[src/rtl/instruction_fetch_pkg.sv]
// Shared widths, reset PC, fetch-state encoding and fetch-queue payload
// for the instruction fetch stage.
package instruction_fetch_pkg;

    localparam int unsigned ADDRESS_WIDTH = 32;
    localparam int unsigned WORD_WIDTH    = 32;
    localparam int unsigned FQ_DEPTH      = 2;
    localparam int unsigned FQ_COUNT_W    = 2;

    localparam logic [ADDRESS_WIDTH-1:0] RESET_PC = ADDRESS_WIDTH'(32'h0000_1000);

    typedef enum logic {
        FETCH = 1'b0,
        DRAIN = 1'b1
    } fetch_state_t;

    typedef struct packed {
        logic [ADDRESS_WIDTH-1:0] pc;
        logic [WORD_WIDTH-1:0]    instr;
    } fq_entry_t;

    // Force a byte address onto a word boundary.
    function automatic logic [ADDRESS_WIDTH-1:0] word_align(input logic [ADDRESS_WIDTH-1:0] addr);
        return addr & ~ADDRESS_WIDTH'(3);
    endfunction

endpackage

[src/rtl/instruction_fetch_fetch_queue.sv]
// Two-entry {pc, instr} circular buffer between fetch and decode; flush
// wins over push/pop, and a push into a full queue is allowed only with a pop.
module fetch_queue
    import instruction_fetch_pkg::*;
(
    input  logic      clk,
    input  logic      reset,
    input  logic      push,
    input  fq_entry_t push_entry,
    input  logic      pop,
    input  logic      flush,
    output fq_entry_t head_entry,
    output logic      valid,
    output logic      full
);

    fq_entry_t               entries [FQ_DEPTH];
    logic                    head;
    logic [FQ_COUNT_W-1:0]   count;
    logic                    tail_c;
    logic                    do_pop_c;
    logic                    do_push_c;

    // Tail is head+count modulo 2; with count==2 it aliases head, which is
    // the slot freed by the simultaneous pop.
    always_comb begin
        tail_c    = head ^ count[0];
        do_pop_c  = pop && (count != '0);
        do_push_c = push && ((count != FQ_COUNT_W'(FQ_DEPTH)) || do_pop_c);
    end

    always_ff @(posedge clk or posedge reset) begin
        if (reset) begin
            for (int unsigned i = 0; i < FQ_DEPTH; i++) begin
                entries[i] <= '0;
            end
            head  <= 1'b0;
            count <= '0;
        end else if (flush) begin
            count <= '0;
        end else begin
            if (do_push_c) begin
                entries[tail_c] <= push_entry;
            end
            if (do_pop_c) begin
                head <= ~head;
            end
            count <= count + FQ_COUNT_W'(do_push_c) - FQ_COUNT_W'(do_pop_c);
        end
    end

    assign head_entry = entries[head];
    assign valid      = (count != '0);
    assign full       = (count == FQ_COUNT_W'(FQ_DEPTH));

endmodule

[src/rtl/instruction_fetch.sv]
// Fetch stage: owns the PC, drives the ICache address, and holds the address
// across a redirect until the outstanding response arrives and is discarded.
module instruction_fetch
    import instruction_fetch_pkg::*;
(
    input  logic                     clk,
    input  logic                     reset,
    output logic [ADDRESS_WIDTH-1:0] icache_address,
    output logic                     icache_byte_op,
    input  logic [WORD_WIDTH-1:0]    icache_data_in,
    input  logic                     icache_data_ready,
    input  logic                     redirect_valid,
    input  logic [ADDRESS_WIDTH-1:0] redirect_pc,
    input  logic                     decode_ready,
    output logic                     instr_valid,
    output logic [WORD_WIDTH-1:0]    instr,
    output logic [ADDRESS_WIDTH-1:0] instr_pc,
    output logic                     fetch_stalled
);

    fetch_state_t             state;
    fetch_state_t             state_next;
    logic [ADDRESS_WIDTH-1:0] pc;
    logic [ADDRESS_WIDTH-1:0] pc_next;
    logic [ADDRESS_WIDTH-1:0] pending_pc;
    logic [ADDRESS_WIDTH-1:0] pending_next;
    logic [ADDRESS_WIDTH-1:0] target_c;
    logic                     stall_c;
    logic                     push_c;
    logic                     pop_c;
    logic                     flush_c;
    logic                     fq_full;
    fq_entry_t                push_entry_c;
    fq_entry_t                head_entry;

    assign target_c     = word_align(redirect_pc);
    assign push_entry_c = '{pc: pc, instr: icache_data_in};

    // A redirect flushes the queue, so a same-cycle pop is meaningless.
    assign pop_c = instr_valid && decode_ready && !redirect_valid;

    always_ff @(posedge clk or posedge reset) begin
        if (reset) begin
            state         <= FETCH;
            pc            <= RESET_PC;
            pending_pc    <= RESET_PC;
            fetch_stalled <= 1'b0;
        end else begin
            state         <= state_next;
            pc            <= pc_next;
            pending_pc    <= pending_next;
            fetch_stalled <= stall_c;
        end
    end

    // PC only moves on a response edge, so the ICache address is stable
    // throughout a miss.
    always_comb begin
        state_next   = state;
        pc_next      = pc;
        pending_next = pending_pc;
        stall_c      = 1'b0;
        push_c       = 1'b0;
        flush_c      = 1'b0;

        unique case (state)
            FETCH: begin
                if (redirect_valid) begin
                    flush_c = 1'b1;
                    if (icache_data_ready) begin
                        pc_next = target_c;
                    end else begin
                        pending_next = target_c;
                        state_next   = DRAIN;
                    end
                end else if (icache_data_ready) begin
                    if (!fq_full || pop_c) begin
                        push_c  = 1'b1;
                        pc_next = pc + ADDRESS_WIDTH'(4);
                    end else begin
                        stall_c = 1'b1;
                    end
                end
            end
            DRAIN: begin
                if (redirect_valid) begin
                    flush_c      = 1'b1;
                    pending_next = target_c;
                    if (icache_data_ready) begin
                        pc_next    = target_c;
                        state_next = FETCH;
                    end
                end else if (icache_data_ready) begin
                    pc_next    = pending_pc;
                    state_next = FETCH;
                end
            end
            default: begin
                state_next = FETCH;
            end
        endcase
    end

    fetch_queue u_fetch_queue (
        .clk        (clk),
        .reset      (reset),
        .push       (push_c),
        .push_entry (push_entry_c),
        .pop        (pop_c),
        .flush      (flush_c),
        .head_entry (head_entry),
        .valid      (instr_valid),
        .full       (fq_full)
    );

    assign icache_address = pc;
    assign icache_byte_op = 1'b0;
    assign instr          = head_entry.instr;
    assign instr_pc       = head_entry.pc;

endmodule

[config.mk]
export PLATFORM = sky130hd
export DESIGN_NAME = instruction_fetch
export DESIGN_NICKNAME = d
export VERILOG_FILES = /design/src/rtl/instruction_fetch_pkg.sv /design/src/rtl/instruction_fetch_fetch_queue.sv /design/src/rtl/instruction_fetch.sv
export SDC_FILE = /design/constraint.sdc
export NUM_CORES = 1
export LEC_CHECK = 0
export ABC_CLOCK_PERIOD_IN_PS = 8800
export BUFFER_PORTS_ARGS = -buffer_cell sky130_fd_sc_hd__buf_4
export CAP_MARGIN = 20
export CORE_MARGIN = 3
export CORE_UTILIZATION = 45
export CTS_CLUSTER_SIZE = 30
export DETAILED_ROUTE_END_ITERATION = 12
export GPL_ROUTABILITY_DRIVEN = 0
export HOLD_SLACK_MARGIN = 0.03
export PLACE_DENSITY = 0.67
export SLEW_MARGIN = 20
export SYNTH_ARGS = -nofsm -noshare
export SYNTH_HDL_FRONTEND = slang
export SYNTH_SLANG_ARGS = --single-unit
[constraint.sdc]
create_clock -name clk -period 8.8 [get_ports clk]
set_input_delay 1.76 -clock clk [delete_from_list [all_inputs] [get_ports clk]]
set_output_delay 1.76 -clock clk [all_outputs]
set_load 0.02 [all_outputs]
Word level (Yosys, flattened, before mapping)

Index checks and enable logic that the tools add are counted.

Memories kept: 0
Input port bits: 69
Bits in read-only memories: 0
Flip-flop bits (word level): 197
Latch bits: 0
Bits in writable memories: 0
Output and inout port bits: 99

Multiply operators: 0
Order comparisons: 3
Multiplexer cells: 30
Reduce and logical (&&, ||, !) cells: 14
Divide/modulo/power cells: 0
Shift-type cells: 0
Add/subtract/negate cells: 3
Bitwise operators: 6
Eq/ne operators: 8

Operators by type and width:

| cell                                                                  | count |
|---|---|
| 32-bit 2-to-1 mux                                                     | 9 |
| 64-bit 2-to-1 mux                                                     | 4 |
| 128-bit bitwise mux                                                   | 1 |
| 32-bit case mux with 2 select lines                                   | 2 |
| 64-bit demux with 1-bit select                                        | 1 |
| 32-bit by 3-bit adder with 32-bit output (second input constant)      | 1 |
| 1-bit 2-to-1 mux                                                      | 11 |
| 3-bit inequality test (second input constant)                         | 3 |
| 2-bit inequality test (second input constant)                         | 4 |
| 3-bit AND reduction                                                   | 2 |
| 1-bit logical AND                                                     | 5 |
| 2-bit greater-or-equal comparator (second input constant)             | 2 |
| 1-bit NOT with 2-bit output                                           | 2 |
| 2-bit AND reduction                                                   | 2 |
| 1-bit NOT                                                             | 3 |
| 2-bit by 1-bit adder with 2-bit output                                | 1 |
| 2-bit == test (second input constant)                                 | 1 |
| 1-bit zero test                                                       | 2 |
| 1-bit logical OR                                                      | 2 |
| 2-bit by 1-bit < comparator with 1-bit output (second input constant) | 1 |
| 2-bit 2-to-1 mux                                                      | 1 |
| 1-bit case mux with 2 select lines                                    | 1 |
| 2-bit nonzero test                                                    | 1 |
| 2-bit by 1-bit subtractor with 2-bit output                           | 1 |
| 1-bit XOR                                                             | 1 |

Longest topological paths before layout

Gate-level depths: netlist of run 1.

Depth in word-level cells: 12
Mapped depth: 9
Depth with buffers taken out: 8

By module

Synthesis of run 1 repeated with hierarchy kept, for this count alone.

Cells, all modules: 1004
Area, all modules: 9713.1 um2

Modules (own cells, without submodules):

| module            | instances | area an instance (um2) | cells an instance |
|---|---|---|---|
| fetch_queue       | 1         | 6028.3                 | 602 |
| instruction_fetch | 1         | 3684.8                 | 402 |

Worst setup path after synthesis of run 1

OpenSTA, ideal clock, no wires.

Path type: input -> register
From: in redirect_valid
To: reg u_fetch_queue.count[1]
Data arrival time: 3277 ps
Stages on the path: 9
Path slack: 5392 ps
Cells stage by stage: clkbuf_1 -> clkbuf_1 -> and3b_1 -> ha_1 -> inv_1 -> ha_1 -> xor2_1 -> xnor2_1 -> nor2_1

Longest elaborated chain between the ends: 11

Ends and longest elaborated chain:

| item                                        | RTL line                            | source |
|---|---|---|
| start, declared                             | instruction_fetch.sv:12             | `input logic redirect_valid,` |
| 1-bit zero test                             | instruction_fetch.sv:40             | `assign pop_c = instr_valid && decode_ready && !redirect_valid;` |
| 1-bit logical AND                           | instruction_fetch.sv:40             |  |
| 1-bit logical OR                            | instruction_fetch.sv:77             | `if (!fq_full \|\| pop_c) begin` |
| 1-bit 2-to-1 mux                            | instruction_fetch.sv:77             |  |
| 1-bit 2-to-1 mux                            | instruction_fetch.sv:76             | `end else if (icache_data_ready) begin` |
| 1-bit 2-to-1 mux                            | instruction_fetch.sv:68             | `if (redirect_valid) begin` |
| 1-bit 2-to-1 mux                            | instruction_fetch.sv:66             | `unique case (state)` |
| 1-bit logical AND                           | instruction_fetch_fetch_queue.sv:29 | `do_push_c = push && ((count != FQ_COUNT_W'(FQ_DEPTH)) \|\| do_pop_c);` |
| 2-bit by 1-bit adder with 2-bit output      | instruction_fetch_fetch_queue.sv:48 | `count <= count + FQ_COUNT_W'(do_push_c) - FQ_COUNT_W'(do_pop_c);` |
| 2-bit by 1-bit subtractor with 2-bit output | instruction_fetch_fetch_queue.sv:48 |  |
| 2-bit 2-to-1 mux (*)                        | instruction_fetch_fetch_queue.sv:39 | `end else if (flush) begin` |
| end signal, assigned                        | instruction_fetch_fetch_queue.sv:48 |  |
| end, declared                               | instruction_fetch_fetch_queue.sv:19 | `logic [FQ_COUNT_W-1:0] count;` |

Every way passes the cells marked *; elsewhere a longest branch is shown, timed or not.
A chain may end at the register's enable or synchronous reset.

Worst setup path after layout of run 1

From: in redirect_valid
To: reg pc[26], in the netlist icache_address[26]

Longest elaborated chain between the ends: 5

Ends and longest elaborated chain:

| item                            | RTL line                | source |
|---|---|---|
| 1-bit zero test                 | instruction_fetch.sv:40 |  |
| 1-bit logical AND               | instruction_fetch.sv:40 |  |
| 1-bit logical OR                | instruction_fetch.sv:77 |  |
| 3-bit inequality test (no line) | -                       |  |
| 3-bit AND reduction (no line)   | -                       |  |
| end signal, assigned            | instruction_fetch.sv:50 | `pc <= pc_next;` |
| end, declared                   | instruction_fetch.sv:23 | `logic [ADDRESS_WIDTH-1:0] pc;` |

Parallel ways exist; a longest one is shown, timed or not.

==> results of run 1 <==
-- worst max-delay path by stage --
stage / slack (ps) / to
3_3_place_gp: 4490 / icache_address[26]$_DFFE_PP0P_
4_1_cts: 4860 / instr_pc[12]
5_1_grt: 4690 / icache_address[16]$_DFFE_PP0P_
2_1_floorplan: 1730 / fetch_stalled$_DFF_PP0_
3_5_place_dp: 4480 / icache_address[26]$_DFFE_PP0P_
6_report: 4900 / icache_address[26]$_DFFE_PP0P_
-- cell families after synthesis --
kind of cell | Yosys count | synth area share, %
and+or+nand+nor | 127 | 6.77
xor gates and xnor gates | 4 | 0.372
DFF | 195 | 51.9
AOI/OAI and AO/OA | 128 | 9.03
buffers and inverters | 73 | 3.23
other | 1 | 0.0398
muxes | 237 | 28.3
adders and majority gates | 3 | 0.399
-- metal layers --
layer  up-vias  share of wire (%)
li1       3066                  -
met1      3335                 46
met2       171                 47
met3        24                5.6
met4         0                1.6
met5         -                  0
-- sequential cells by signal (all words and copies together), names as in the netlist --
signal and flops:
fetch_stalled 1, icache_address 32, pending_pc 30, state 1, u_fetch_queue.count 2, u_fetch_queue.entries 128, u_fetch_queue.head 1
-- Yosys cell counts, types with 3 or more instances --
cell type,count,area [µm²]
a211o_1,3,26.3
a21oi_1,15,75.1
a221oi_1,7,61.3
a22o_1,16,140
a22oi_1,8,60.1
a31oi_1,7,43.8
and3_1,5,31.3
and4_1,4,35.0
buf_1,3,11.3
buf_2,17,85.1
clkbuf_1,41,154
dfrtp_1,193,4830
ha_1,3,37.5
inv_1,9,33.8
mux2_2,232,2610
mux2i_1,5,50.1
nand2_1,39,146
nand3_1,14,70.1
nand4_1,12,75.1
nor2_1,20,75.1
nor3_1,11,55.1
nor4_1,7,43.8
o21ai_0,45,225
o22ai_1,5,31.3
o2bb2ai_1,7,61.3
or2_2,3,18.8
or4_1,3,22.5
-- layout make-up --
| class | instances | area (µm²) | share of cell area (%) |
|---|---|---|---|
| well taps | 270 | 338 | 2.96 |
| repair buffers | 170 | 1280 | 11.2 |
| clock buffers | 23 | 478 | 4.19 |
| clock inverters | 9 | 130 | 1.14 |
| inverters | 9 | 41.3 | 0.362 |
| multi-input cells | 500 | 4250 | 37.3 |
| flip-flops and latches | 195 | 4890 | 42.9 |
-- power by group through the flow --
| stage | Combinational (W) | Clock (W) | Sequential [W] |
|---|---|---|---|
| after floorplan | 0.00104 | 0 | 0.00140 |
| after global routing | 0.00160 | 0.000857 | 0.00155 |
| after detailed placement | 0.00150 | 0 | 0.00152 |
| after global placement | 0.00148 | 0 | 0.00150 |
| final | 0.00148 | 0.000801 | 0.00150 |
| after CTS | 0.00150 | 0.000820 | 0.00150 |
-- through the flow --
| step | cells | hold WS [ps] | area, µm² |
|---|---|---|---|
| final | 1176 | 475 | 11400 |
| after global routing | 1176 | 498 | 11400 |
| after CTS | 1176 | 480 | 11400 |
| after detailed placement | 1144 | 465 | 10800 |
| after global placement | 1144 | 458 | 10800 |
| after floorplan | 768 | 444 | 9410 |
-- layout by cell type (no fill, tap or decap), types with 8 or more instances in the layout --
cell / netlist / routed
a22oi_1: 8 / 8
a21oi_1: 15 / 15
mux2_2: 232 / 232
buf_4: 2 / 170
inv_1: 9 / 8
nand2_1: 39 / 38
nor3_1: 11 / 11
nand4_1: 12 / 12
a22o_1: 16 / 16
o21ai_0: 45 / 44
nor2_1: 20 / 20
clkbuf_16: 0 / 17
dfrtp_1: 193 / 192
nand3_1: 14 / 14
-- worst max-delay path, stage by stage --
cell     delay (ps)
buf_4           420
or2_2           780
o22a_1          800
o21ai_0         200
a22o_1          220
==> report_table.html, run 1 <==
<table>
<tr><th>Metric</th><th>Value</th></tr>
<tr><th colspan="2">GRT</th></tr>
<tr><td>First-pass GRT wire length</td><td>35,100 µm</td></tr>
<tr><td>Met1 track utilization from global routing</td><td>27.0%</td></tr>
<tr><td>Global-route congestion overflow total</td><td>0</td></tr>
<tr><td>Vias in the first global route</td><td>6,632</td></tr>
<tr><td>Pin count of the biggest net entering global routing</td><td>126</td></tr>
<tr><td>Most used routing layer</td><td>met2</td></tr>
<tr><td>GR met3 Demand/Resource</td><td>about 4.4%</td></tr>
<tr><td>Global routing usage on met2</td><td>31.4%</td></tr>
<tr><td>Antenna violations before repair</td><td>0</td></tr>
<tr><td>Total Routing Usage GR</td><td>19.6%</td></tr>
<tr><th colspan="2">Cells and area</th></tr>
<tr><td>Area Growth Syn to Fin</td><td>21.1%</td></tr>
<tr><td>Final core area utilization</td><td>around 56%</td></tr>
<tr><td>Share of layout cells above drive strength 1</td><td>between 40% and 50%</td></tr>
<tr><td>Number of filler cells placed in the layout</td><td>between 1,500 and 2,000</td></tr>
<tr><td>Nets</td><td>965</td></tr>
<tr><td>Ant. Diodes</td><td>0</td></tr>
<tr><th colspan="2">Setup path</th></tr>
<tr><td>Reg2Reg Setup Slack</td><td>5980 ps</td></tr>
<tr><td>Launch point of the worst reg-to-reg path</td><td>state$_DFF_PP0_</td></tr>
<tr><td>Length in cells of the worst reg-to-reg path</td><td>4</td></tr>
<tr><td>Sort of element at the start of the critical path</td><td>input pin</td></tr>
<tr><td>Endpoint of the most critical register-to-register path</td><td>icache_address[26]$_DFFE_PP0P_</td></tr>
<tr><td>Required time at the worst-slack endpoint</td><td>9110 ps</td></tr>
<tr><td>Crit Path Category</td><td>in -&gt; reg</td></tr>
<tr><td>Sort of element at the end of the critical path</td><td>register</td></tr>
<tr><td>Biggest fanout along the worst timing path</td><td>45</td></tr>
<tr><td>Worst setup path start</td><td>redirect_valid</td></tr>
<tr><td>Arrival time at the worst endpoint</td><td>4210 ps</td></tr>
<tr><th colspan="2">Yosys</th></tr>
<tr><td>Flop and latch count out of synthesis</td><td>about 200</td></tr>
<tr><td>Number of instances in the synthesized netlist</td><td>768</td></tr>
<tr><td>Number of flops mapped to enable cells by yosys</td><td>0</td></tr>
<tr><td>Mapped Area</td><td>9410 µm²</td></tr>
<tr><td>Syn_nets</td><td>840</td></tr>
<tr><td>Count of synthesis-stage warnings from yosys</td><td>0</td></tr>
<tr><td>Yosys cell types</td><td>50</td></tr>
<tr><td>FFs w/ async S/R, synth</td><td>100%</td></tr>
<tr><td>Synthesized area per cell</td><td>12.3 µm²</td></tr>
<tr><td>Fraction of the yosys area taken by sequential cells</td><td>51.9%</td></tr>
<tr><td>Most used flip-flop cell after synthesis</td><td>dfrtp_1</td></tr>
<tr><th colspan="2">Die</th></tr>
<tr><td>Die W</td><td>151 µm</td></tr>
<tr><td>Floorplan core area</td><td>around 20,000 µm²</td></tr>
<tr><td>Starting density of the core</td><td>46.2%</td></tr>
<tr><td>IO Pins</td><td>168</td></tr>
<tr><td>Full die area</td><td>roughly 23,000 µm²</td></tr>
<tr><td>Row count</td><td>52</td></tr>
<tr><td>Vert. Die Dim</td><td>151 µm</td></tr>
<tr><th colspan="2">Detailed routing</th></tr>
<tr><td>Routed via count divided by cell count</td><td>approximately 5.6</td></tr>
<tr><td># DRC</td><td>0</td></tr>
<tr><td>DRT Wirelength</td><td>22,100 µm</td></tr>
<tr><td>First drt pass iteration count</td><td>5</td></tr>
<tr><td>First DRT Iteration DRCs</td><td>around 260</td></tr>
<tr><td>Post-DRT Antenna Nets</td><td>0</td></tr>
<tr><td>Drt wl/cell</td><td>approximately 19 µm</td></tr>
<tr><td>DR vias</td><td>~6,600</td></tr>
<tr><th colspan="2">Min path</th></tr>
<tr><td>Worst min-delay path startpoint</td><td>u_fetch_queue.entries[42]$_DFFE_PP0P_</td></tr>
<tr><td>Class of the tightest hold or removal check</td><td>reg -&gt; reg</td></tr>
<tr><td>Number of cells on the worst hold path</td><td>2</td></tr>
<tr><td>Endpoint of the worst hold-timing path</td><td>u_fetch_queue.entries[42]$_DFFE_PP0P_</td></tr>
<tr><th colspan="2">Pwr</th></tr>
<tr><td>P_int</td><td>0.00250 W</td></tr>
<tr><td>Clock power frac</td><td>21.2%</td></tr>
<tr><td>Pwr/cell area</td><td>332 nW/µm²</td></tr>
<tr><td>Relative contribution of combinational cells to total power</td><td>about two fifths</td></tr>
<tr><td>Overall power after layout</td><td>0.00378 W</td></tr>
<tr><td>Sw power</td><td>0.00128 W</td></tr>
<tr><td>Worst voltage drop across the vdd grid</td><td>0.162 mV</td></tr>
<tr><td>Sequential fraction of design power</td><td>39.6%</td></tr>
<tr><td>Standby leakage power</td><td>5.13 nW</td></tr>
<tr><td>Sw frac</td><td>around 34%</td></tr>
<tr><th colspan="2">STA</th></tr>
<tr><td>Final-report max-slew violation count</td><td>0</td></tr>
<tr><td>Fin. Hold Viols</td><td>0</td></tr>
<tr><td>Upper clock frequency limit</td><td>0.256 GHz</td></tr>
<tr><td>Setup violators final</td><td>0</td></tr>
<tr><td>Least-Margin Pin Slew</td><td>1020 ps</td></tr>
<tr><td>Part of the cycle the worst path needs</td><td>44.4%</td></tr>
<tr><td>Minimum clock period after layout</td><td>3900 ps</td></tr>
<tr><td>Worst Setup Slack, final</td><td>4900 ps</td></tr>
<tr><td>RSZ-0062 raised after global routing</td><td>no</td></tr>
<tr><td>Accumulated negative setup slack</td><td>0 ps</td></tr>
<tr><td>Worst max-slew margin expressed relative to the limit</td><td>about 32%</td></tr>
<tr><td>Largest clock skew in the final design</td><td>around 11 ps</td></tr>
<tr><th colspan="2">Placed design</th></tr>
<tr><td>Count of buffers from port buffering</td><td>164</td></tr>
<tr><td>Worst slack at placement</td><td>~4500 ps</td></tr>
<tr><td>Detailed-placement wirelength estimate</td><td>13,700 µm</td></tr>
<tr><th colspan="2">Clocking</th></tr>
<tr><td>Number of gates resized after CTS</td><td>0</td></tr>
<tr><td>Clock-pin slew on the worst setup and hold paths</td><td>60 ps</td></tr>
<tr><td>H-tree lvl count</td><td>4</td></tr>
<tr><td>Insertion delay of the later-clocked pin in the worst-skew pair</td><td>420 ps</td></tr>
<tr><td>Number of clock sinks</td><td>195</td></tr>
<tr><td>Setup bufs post-CTS</td><td>0</td></tr>
<tr><td>Number of buffers inserted during clock tree synthesis</td><td>17</td></tr>
<tr><td>Quantity of hold-fixing buffers added after cts</td><td>0</td></tr>
<tr><td>TritonCTS clock tree</td><td>built</td></tr>
<tr><td>Bufs on Longest Clock Path</td><td>2</td></tr>
<tr><td>Clock root cell</td><td>clkbuf_16</td></tr>
<tr><th colspan="2">Outcome</th></tr>
<tr><td>Result of the run</td><td>completed</td></tr>
<tr><th colspan="2">Run</th></tr>
<tr><td>Max capacitance violation total</td><td>0</td></tr>
</table>
Power figures use the tool's default switching activity.
==> run 2: changes to the inputs <==
Settings changed: ABC_CLOCK_PERIOD_IN_PS 8800 to 3820.
Clock period 8.8 ns to 3.82 ns, I/O delays scaled along.
==> report_table.html, run 2 (synthesis results as in run 1) <==
<table>
<tr><th>Metric</th><th>Value</th></tr>
<tr><th colspan="2">Clocking</th></tr>
<tr><td>TritonCTS clock tree</td><td>built</td></tr>
<tr><td>Clock root cell</td><td>clkbuf_16</td></tr>
<tr><td>Bufs on Longest Clock Path</td><td>2 (unchanged)</td></tr>
<tr><td>Clock-pin slew on the worst setup and hold paths</td><td>70 ps (about the same)</td></tr>
<tr><td>Setup bufs post-CTS</td><td>0 (unchanged)</td></tr>
<tr><td>Number of clock sinks</td><td>195 (unchanged)</td></tr>
<tr><td>H-tree lvl count</td><td>4 (unchanged)</td></tr>
<tr><td>Quantity of hold-fixing buffers added after cts</td><td>0 (unchanged)</td></tr>
<tr><td>Number of gates resized after CTS</td><td>0 (unchanged)</td></tr>
<tr><td>Insertion delay of the later-clocked pin in the worst-skew pair</td><td>420 ps (about the same)</td></tr>
<tr><td>Number of buffers inserted during clock tree synthesis</td><td>17 (unchanged)</td></tr>
<tr><th colspan="2">Detailed routing</th></tr>
<tr><td>Post-DRT Antenna Nets</td><td>0 (unchanged)</td></tr>
<tr><td>Routed via count divided by cell count</td><td>5.55 (-1.0%)</td></tr>
<tr><td>DR vias</td><td>6,578 (-0.27%)</td></tr>
<tr><td>Drt wl/cell</td><td>18.5 µm (-1.5%)</td></tr>
<tr><td>First drt pass iteration count</td><td>5 (unchanged)</td></tr>
<tr><td>DRT Wirelength</td><td>22,000 µm (-0.71%)</td></tr>
<tr><td>First DRT Iteration DRCs</td><td>364 (+41%)</td></tr>
<tr><td># DRC</td><td>0 (unchanged)</td></tr>
<tr><th colspan="2">STA</th></tr>
<tr><td>RSZ-0062 raised after global routing</td><td>no</td></tr>
<tr><td>Final-report max-slew violation count</td><td>0 (unchanged)</td></tr>
<tr><td>Worst max-slew margin expressed relative to the limit</td><td>55.5% (+23 points)</td></tr>
<tr><td>Least-Margin Pin Slew</td><td>667 ps (-348 ps)</td></tr>
<tr><td>Fin. Hold Viols</td><td>0 (unchanged)</td></tr>
<tr><td>Final-layout worst hold slack</td><td>436 ps (-38.5 ps)</td></tr>
<tr><td>Upper clock frequency limit</td><td>0.340 GHz</td></tr>
<tr><td>Setup violators final</td><td>0 (unchanged)</td></tr>
<tr><td>Part of the cycle the worst path needs</td><td>76.9%</td></tr>
<tr><td>Minimum clock period after layout</td><td>2940 ps</td></tr>
<tr><td>Largest clock skew in the final design</td><td>9.34 ps (-2.13 ps)</td></tr>
<tr><td>Accumulated negative setup slack</td><td>0 ps (unchanged)</td></tr>
<tr><th colspan="2">Setup path</th></tr>
<tr><td>Launch point of the worst reg-to-reg path</td><td>state$_DFF_PP0_</td></tr>
<tr><td>Crit path buf inv count</td><td>2 (+1)</td></tr>
<tr><td>Setup crit end</td><td>instr[10]</td></tr>
<tr><td>Cells along the critical path</td><td>buf_4, mux2_2, buf_4</td></tr>
<tr><td>Sort of element at the end of the critical path</td><td>primary output</td></tr>
<tr><td>Required time at the worst-slack endpoint</td><td>3060 ps (-6050 ps)</td></tr>
<tr><td>Crit Path Category</td><td>reg -&gt; out</td></tr>
<tr><td>Reg2Reg Setup Slack</td><td>1440 ps (-4540 ps)</td></tr>
<tr><td>Biggest fanout along the worst timing path</td><td>44 (-2.2%)</td></tr>
<tr><td>Worst setup path start</td><td>u_fetch_queue.head$_DFFE_PP0P_</td></tr>
<tr><td>Dominant cell type by count on the critical path</td><td>buf_4</td></tr>
<tr><td>Endpoint of the most critical register-to-register path</td><td>icache_address[21]$_DFFE_PP0P_</td></tr>
<tr><td>Length in cells of the worst reg-to-reg path</td><td>6 (+2)</td></tr>
<tr><td>Arrival time at the worst endpoint</td><td>2170 ps (-2040 ps)</td></tr>
<tr><td>Sort of element at the start of the critical path</td><td>register</td></tr>
<tr><td>Worst-path cell with the longest stage delay</td><td>dfrtp_4</td></tr>
<tr><td>CP top delay family</td><td>flip-flops</td></tr>
<tr><td>Slowest stage delay, CP</td><td>870 ps (+70 ps)</td></tr>
<tr><td>Number of logic stages on the critical path including buffering</td><td>3 (-2)</td></tr>
<tr><th colspan="2">Cells and area</th></tr>
<tr><td>Register with the most flip-flops</td><td>u_fetch_queue.entries</td></tr>
<tr><td>Most common cell after layout, fill and taps aside</td><td>mux2_2</td></tr>
<tr><td>Nets</td><td>974 (+0.93%)</td></tr>
<tr><td>Flip-flop count of the largest register, all copies and words added</td><td>128 (unchanged)</td></tr>
<tr><td>Area Growth Syn to Fin</td><td>22.4%</td></tr>
<tr><td>Share of layout cells above drive strength 1</td><td>49.3% (+0.39 points)</td></tr>
<tr><td>Final core area utilization</td><td>56.6% (+0.58 points)</td></tr>
<tr><td>Ant. Diodes</td><td>0 (unchanged)</td></tr>
<tr><td>Commonest cells after routing, fill and taps aside</td><td>mux2_2, dfrtp_1, buf_4</td></tr>
<tr><td>Finished Layout Cells</td><td>1,185 (+0.77%)</td></tr>
<tr><th colspan="2">Outcome</th></tr>
<tr><td>Result of the run</td><td>completed</td></tr>
<tr><th colspan="2">Placed design</th></tr>
<tr><td>Number of instances in the placed design</td><td>1,152 (+0.70%)</td></tr>
<tr><td>Detailed-placement wirelength estimate</td><td>14,200 µm (+3.3%)</td></tr>
<tr><td>Count of buffers from port buffering</td><td>164 (unchanged)</td></tr>
<tr><th colspan="2">Pwr</th></tr>
<tr><td>Standby leakage power</td><td>5.20 nW (+1.3%)</td></tr>
<tr><td>Worst voltage drop across the vdd grid</td><td>0.382 mV (+140%)</td></tr>
<tr><td>Pwr/cell area</td><td>758 nW/µm² (+130%)</td></tr>
<tr><th colspan="2">Die</th></tr>
<tr><td>Die W</td><td>151 µm (unchanged)</td></tr>
<tr><td>IO Pins</td><td>168 (unchanged)</td></tr>
<tr><td>Floorplan core area</td><td>20,400 µm² (unchanged)</td></tr>
<tr><td>Full die area</td><td>22,700 µm² (unchanged)</td></tr>
<tr><td>Vert. Die Dim</td><td>151 µm (unchanged)</td></tr>
<tr><td>Row count</td><td>52 (unchanged)</td></tr>
<tr><td>Starting density of the core</td><td>46.2% (unchanged)</td></tr>
<tr><th colspan="2">Min path</th></tr>
<tr><td>Class of the tightest hold or removal check</td><td>in -&gt; async</td></tr>
<tr><th colspan="2">GRT</th></tr>
<tr><td>Global-route congestion overflow total</td><td>0 (unchanged)</td></tr>
<tr><td>Pin count of the biggest net entering global routing</td><td>196 (+56%)</td></tr>
<tr><td>First-pass GRT wire length</td><td>35,000 µm (-0.20%)</td></tr>
<tr><td>Antenna violations before repair</td><td>0 (unchanged)</td></tr>
<tr><td>Vias in the first global route</td><td>6,428 (-3.1%)</td></tr>
<tr><td>Total Routing Usage GR</td><td>19.5% (-0.16 points)</td></tr>
<tr><th colspan="2">Run</th></tr>
<tr><td>Max capacitance violation total</td><td>0 (unchanged)</td></tr>
</table>
==> run 2: layer usage <==
metal	track usage [%]	part of all wire, %	up-vias	wire length (µm)
li1	-	-	3095	-
met1	27.1	46	3295	10200
met2	31.3	47	166	10300
met3	4.49	5.7	22	1250
met4	4.44	0.96	0	210
met5	0	0	-	0
==> run 2: worst min path at each step <==
stage | endpoint | cells after the start | startpoint
4_1_cts | u_fetch_queue.entries[42]$_DFFE_PP0P_ | 2 | u_fetch_queue.entries[42]$_DFFE_PP0P_
3_5_place_dp | u_fetch_queue.entries[42]$_DFFE_PP0P_ | 2 | u_fetch_queue.entries[42]$_DFFE_PP0P_
6_report | u_fetch_queue.entries[33]$_DFFE_PP0P_ | 3 | reset
2_1_floorplan | u_fetch_queue.entries[39]$_DFFE_PP0P_ | 2 | u_fetch_queue.entries[39]$_DFFE_PP0P_
5_1_grt | u_fetch_queue.entries[72]$_DFFE_PP0P_ | 3 | reset
3_3_place_gp | u_fetch_queue.entries[43]$_DFFE_PP0P_ | 2 | u_fetch_queue.entries[43]$_DFFE_PP0P_
==> run 2: through the flow <==
stage                     cell area, µm²  total power [W]  worst slack [ps]
after CTS                          11500          0.00883               831
after global placement             10900          0.00689              1010
final                              11500          0.00873               882
after global routing               11500          0.00925               759
after detailed placement           10900          0.00697              1010
after floorplan                     9420          0.00562               539
==> run 2: report_power, final <==
part / internal (W) / switching, W / total (W)
clock: 0.00104 / 0.000778 / 0.00182
sequential: 0.00283 / 0.000580 / 0.00341
combinational: 0.00188 / 0.00163 / 0.00351
total: 0.00574 / 0.00299 / 0.00873
==> run 2: cell type report <==
class | instances | area [µm²]
well taps | 270 | 338
fillers | 1750 | 8850
clock inverters | 11 | 151
flip-flops and latches | 195 | 4890
inverters | 9 | 37.5
clock buffers | 21 | 440
repair buffers | 179 | 1410
multi-input cells | 500 | 4250
==> run 2: worst reg2reg max path, delay by kind of cell, from the launching register on <==
kind | cells | cell delay [ps]
AO/OA/AOI/OAI | 2 | 670
AND/OR/NAND/NOR | 3 | 700
buffers and inverters | 1 | 320
flip-flops | 1 | 570
